`config.mk`:
```
export PLATFORM = sky130hd
export DESIGN_NAME = at86rf215_iq_unpack_axis
export DESIGN_NICKNAME = d
export VERILOG_FILES = /design/src/rtl/at86rf215_iq_unpack_axis.sv
export SDC_FILE = /design/constraint.sdc
export NUM_CORES = 1
export LEC_CHECK = 0
export CORE_ASPECT_RATIO = 0.5
export CORE_MARGIN = 2
export CORE_UTILIZATION = 55
export CTS_BUF_LIST = sky130_fd_sc_hd__clkbuf_16
export DETAILED_ROUTE_END_ITERATION = 16
export PLACE_DENSITY = 0.74
export SLEW_MARGIN = 20
export SYNTH_ARGS = -nofsm -noshare
export SYNTH_HDL_FRONTEND = slang
export SYNTH_SLANG_ARGS = --single-unit
export TNS_END_PERCENT = 100
```
`constraint.sdc`:
```
create_clock -name aclk -period 4.51 [get_ports aclk]
set_clock_uncertainty 0.15 [all_clocks]
set_input_delay 0.6765 -clock aclk [delete_from_list [all_inputs] [get_ports aclk]]
set_output_delay 0.6765 -clock aclk [all_outputs]
set_load 0.005 [all_outputs]
```
`src/rtl/at86rf215_iq_unpack_axis.sv`:
```
// AT86RF215 I/Q unpacker: checks sync bits, sign-extends 13-bit I/Q samples,
// buffers them and emits time-aligned AXI4-Stream packets.
module at86rf215_iq_unpack_axis #(
    parameter int FIFO_DEPTH    = 16,
    parameter int PACKET_LEN    = 256,
    parameter int ERR_CNT_WIDTH = 16
) (
    input  logic                     aclk,
    input  logic                     aresetn,
    input  logic                     enable,
    input  logic [31:0]              synced_data,
    input  logic                     write_en,
    input  logic                     in_sync,
    output logic [31:0]              m00_axis_tdata,
    output logic                     m00_axis_tvalid,
    input  logic                     m00_axis_tready,
    output logic                     m00_axis_tlast,
    output logic [1:0]               m00_axis_tuser,
    output logic                     overflow,
    output logic [ERR_CNT_WIDTH-1:0] overflow_count,
    output logic [ERR_CNT_WIDTH-1:0] frame_err_count,
    input  logic                     clear_status
);

    localparam int AW = $clog2(FIFO_DEPTH);
    localparam int PW = $clog2(PACKET_LEN);
    localparam logic [AW:0]   DEPTH_C = (AW+1)'(FIFO_DEPTH);
    localparam logic [PW-1:0] PLAST_C = PW'(PACKET_LEN - 1);

    logic          w_acc;
    logic          w_sync_ok;
    logic          w_valid;
    logic          w_ferr;
    logic [15:0]   w_i16;
    logic [15:0]   w_q16;
    logic          w_last;
    logic          w_empty;
    logic          w_full;
    logic          w_pop;
    logic          w_push;
    logic          w_drop;
    logic [34:0]   w_head;

    logic [34:0]              r_mem [FIFO_DEPTH];
    logic [AW-1:0]            r_wptr;
    logic [AW-1:0]            r_rptr;
    logic [AW:0]              r_count;
    logic [PW-1:0]            r_pcnt;
    logic                     r_ovf;
    logic [ERR_CNT_WIDTH-1:0] r_ovf_cnt;
    logic [ERR_CNT_WIDTH-1:0] r_fe_cnt;

    assign w_acc     = enable & write_en & in_sync;
    assign w_sync_ok = (synced_data[31:30] == 2'b10) &&
                       (synced_data[15:14] == 2'b01);
    assign w_valid   = w_acc & w_sync_ok;
    assign w_ferr    = w_acc & ~w_sync_ok;

    assign w_i16 = {{3{synced_data[29]}}, synced_data[29:17]};
    assign w_q16 = {{3{synced_data[13]}}, synced_data[13:1]};

    assign w_last  = (r_pcnt == PLAST_C);
    assign w_empty = (r_count == '0);
    assign w_full  = (r_count == DEPTH_C);
    assign w_pop   = ~w_empty & m00_axis_tready;
    // A full FIFO still accepts a sample when a beat leaves on the same edge
    assign w_push  = w_valid & (~w_full | w_pop);
    assign w_drop  = w_valid & ~w_push;

    assign w_head          = r_mem[r_rptr];
    assign m00_axis_tvalid = ~w_empty;
    assign m00_axis_tdata  = w_empty ? 32'h0 : w_head[31:0];
    assign m00_axis_tlast  = w_empty ? 1'b0  : w_head[32];
    assign m00_axis_tuser  = w_empty ? 2'b00 : w_head[34:33];

    assign overflow        = r_ovf;
    assign overflow_count  = r_ovf_cnt;
    assign frame_err_count = r_fe_cnt;

    always_ff @(posedge aclk) begin
        if (w_push) begin
            r_mem[r_wptr] <= {synced_data[0], synced_data[16], w_last,
                              w_q16, w_i16};
        end
    end

    always_ff @(posedge aclk or negedge aresetn) begin
        if (!aresetn) begin
            r_wptr  <= '0;
            r_rptr  <= '0;
            r_count <= '0;
        end else begin
            if (w_push) begin
                r_wptr <= r_wptr + 1'b1;
            end
            if (w_pop) begin
                r_rptr <= r_rptr + 1'b1;
            end
            if (w_push && !w_pop) begin
                r_count <= r_count + 1'b1;
            end else if (!w_push && w_pop) begin
                r_count <= r_count - 1'b1;
            end
        end
    end

    // Packet position follows time, so dropped samples still advance it
    always_ff @(posedge aclk or negedge aresetn) begin
        if (!aresetn) begin
            r_pcnt <= '0;
        end else if (!enable || !in_sync) begin
            r_pcnt <= '0;
        end else if (w_valid) begin
            r_pcnt <= w_last ? '0 : r_pcnt + 1'b1;
        end
    end

    always_ff @(posedge aclk or negedge aresetn) begin
        if (!aresetn) begin
            r_ovf     <= 1'b0;
            r_ovf_cnt <= '0;
            r_fe_cnt  <= '0;
        end else if (clear_status) begin
            r_ovf     <= 1'b0;
            r_ovf_cnt <= '0;
            r_fe_cnt  <= '0;
        end else begin
            if (w_drop) begin
                r_ovf <= 1'b1;
                if (!(&r_ovf_cnt)) begin
                    r_ovf_cnt <= r_ovf_cnt + 1'b1;
                end
            end
            if (w_ferr && !(&r_fe_cnt)) begin
                r_fe_cnt <= r_fe_cnt + 1'b1;
            end
        end
    end

endmodule
```
==> results.yml <==
logic_synthesis:
  synth_cells: 1037
  yosys.area.top_type: "edfxtp_1"
  synth-edff-count: 464
  ys_types: 55
  yosys_warnings: 0
  avgSynthCellArea_sq_um: 19.9
  synth_area_leaders: "edfxtp_1 (68%), mux4_2 (13%), dfrtp_1 (6.6%), mux2i_1 (3.0%), xnor2_1 (1.2%)"
  ys_ff_latch: 518
  synth_area_sq_um: 20600
  seq_area_frac_synth: 0.741
  synth_top_cell_area_share: 0.676
  synth_nets: 1089
  synthArstFlopShare: 0.104
  synthFlopType: "edfxtp_1"
routing:
  top_layer: "met4"
  vias: 10337
  viasPerCell: 6.11
  routed-wl-met3_mm: 2.32
  wl_mm: 41.6
  drt_drc_violations_left: 0
  drt-initial-drc-count: 939
  wl_met2_mm: 20.7
  wl_per_cell_um: 24.6
  drtPass1Iterations: 4
  ant_nets: 0
  wl_met1_mm: 17.9
final_layout:
  layout-drive-gt1-share: 0.211
  final_util: 0.644
  antenna_cells_inserted: 0
  layout.cells.non_filler: 1692
  area_growth_pct: 16.0
  final_common_cell: "edfxtp_1"
  layout_common_cells: "edfxtp_1 (464), mux4_2 (116), clkdlybuf4s50_1 (105)"
  final-seq-area_sq_um: 15300
  final_nets: 1218
  multi_input_area_sq_um: 5130
  n_fill_cell: 2432
placed_design:
  dp_hpwl_mm: 23.9
  port_buffers: 107
  dp_cells: 1612
  gp_congestion: 0.833
pwr:
  p_int_w: 0.00938
  leakage_nw: 7.84
  power_density_nw_per_um2: 539
  netSwitchingPower_w: 0.00351
  p_comb_frac: 0.274
  finalPower_w: 0.0129
  p_sw_frac: 0.272
  seq_power_share: 0.432
  power_frac_clock: 0.294
  vdd_ir_drop_max_v: 0.000401
worst_setup_path:
  critPathCaptureType: "primary output"
  crit_buf_inv: 2
  worstPathCellList: "buf_12, mux4_2, mux2i_1, o22ai_1, clkdlybuf4s50_1"
  crit_type: "register to primary output"
  cpMaxStageDelayCell: "dfrtp_4"
  startpoint_type: "register"
  path_delay_family: "multiplexers"
  worst-endpoint-required_ns: 3.68
  crit_fanout: 28
  crit_arrival_ns: 3.17
  critPathMaxStageDelay_ns: 0.79
clocking:
  postCtsResizedCells: 0
  insertion_delay_ns: 0.55
  cts_max_level: 2
  cts.path.max_buffers: 3
  clkTransAtPathRegs_ns: 0.07
  cts_buffers: 45
  ctsHoldBuffers: 1
  cts_setup_buffers: 0
  cts_tree: "yes"
  clock-sinks: 518
  root_buffer: "clkbuf_16"
timing:
  maxSlewViolCount: 0
  hold_viol_final: 0
  fin_crit_ns: 4.00
  fmax_mhz: 250
  slew_headroom: 0.290
  setup_viol: 0
  whs_ns: 0.340
  rsz0062_at_grt: "false"
  tns_ns: 0
  tightest_slew_ns: 1.06
  finalCritPeriodShare: 0.886
floorplanning:
  placementRows: 50
  coreArea_sq_um: 37200
  dieArea_sq_um: 39200
  dieWidth_um: 278
  die_h_um: 141
  ios: 108
  initial_utilization: 0.555
global_routing:
  grt_pass1_vias: 10578
  grt_usage: 0.216
  antenna_found_initial: 0
  grt_max_degree: 52
  grt_pass1_wl_mm: 63.7
  gr-total-overflow: 0
worst_hold_path:
  hp-class: "register to register"
outcome:
  outcome: "finished, final reports clean"
flow_run:
  max_cap_viol_count: 0
area by class of cell:
class,instances,area share
clock buffers,45,0.0471
clock inverters,34,0.0125
repair buffers,139,0.0597
well taps,494,0.0258
inverters,10,0.00157
multi-input cells,452,0.214
flip-flops and latches,518,0.639
through the flow:
| stage | cell area [sq um] | setup slack (ns) |
|---|---|---|
| floorplan | 20600 | 0.245 |
| global placement | 22500 | 0.995 |
| detailed placement | 22500 | 0.938 |
| CTS | 23900 | 0.398 |
| global route | 23900 | 0.308 |
| finish | 23900 | 0.512 |
final timing paths:
kind	start	endpoint	slack [ns]	depth (start not counted)
worst max-delay path	r_rptr[0]	m00_axis_tdata[1]	0.51	5
worst min-delay path	r_count[4]	r_count[4]	0.34	1
worst max register to register	r_count[1]	r_count[4]	1.44	9
worst min register to register	r_count[4]	r_count[4]	0.34	1
max in group asynchronous	aresetn	r_rptr[0]	2.86	3
min in group asynchronous	aresetn	frame_err_count[7]	0.49	2
cell families (layout without fill, tap and decap cells):
logic type / count (synthesis) / after routing / share of synthesized area
adder cells (fa/ha/maj): 13 / 13 / 0.00825
AND/OR/NAND/NOR: 168 / 168 / 0.0454
XOR/XNOR: 38 / 38 / 0.0161
buffers and inverters: 67 / 228 / 0.0157
AO/OA/AOI/OAI: 54 / 54 / 0.0161
multiplexers: 179 / 179 / 0.157
flip-flops: 518 / 518 / 0.741
per-layer routing:
metal / up-vias / GRT usage
met5: - / 0
met4: 0 / 0.0447
met3: 51 / 0.0375
met2: 328 / 0.356
met1: 5490 / 0.312
li1: 4468 / -
Yosys cell counts (3+ instances only):
library cell / count
a21oi_1: 6
inv_1: 10
ha_1: 12
nand3_1: 17
and4_1: 3
nor3_1: 11
mux4_2: 116
mux2i_1: 62
buf_4: 6
nand2_1: 27
o21ai_0: 11
o22ai_1: 29
clkbuf_1: 24
dfrtp_1: 54
edfxtp_1: 464
nand4_1: 12
nor2_1: 55
nand2b_1: 6
xor2_1: 10
buf_1: 4
nor4_1: 8
nor2b_1: 3
xnor2_1: 28
buf_2: 20
state kept, by name, summed over array words and instances (netlist names):
name,flops
frame_err_count,16
r_count,5
r_mem,464
overflow_count,16
r_pcnt,8
r_rptr,4
overflow,1
r_wptr,4
worst reg2reg max path: cells and delay by family (launching register included):
family                     cells  cell delay, ns
muxes                          1            0.25
and+or+nand+nor                1            0.55
xor gates and xnor gates       1            0.13
DFF                            1            0.41
buffers and inverters          1            0.13
adders and majority gates      2            0.54
AOI/OAI and AO/OA              3            0.84
power by group through the flow:
| stage | logic (W) | clock network (W) | registers, W |
|---|---|---|---|
| floorplan | 0.00242 | 0 | 0.00541 |
| global placement | 0.00349 | 0 | 0.00568 |
| detailed placement | 0.00354 | 0 | 0.00568 |
| CTS | 0.00357 | 0.00386 | 0.00558 |
| global route | 0.00375 | 0.00405 | 0.00559 |
| finish | 0.00353 | 0.00379 | 0.00557 |
Note: power is estimated with default switching activity, not from simulation.
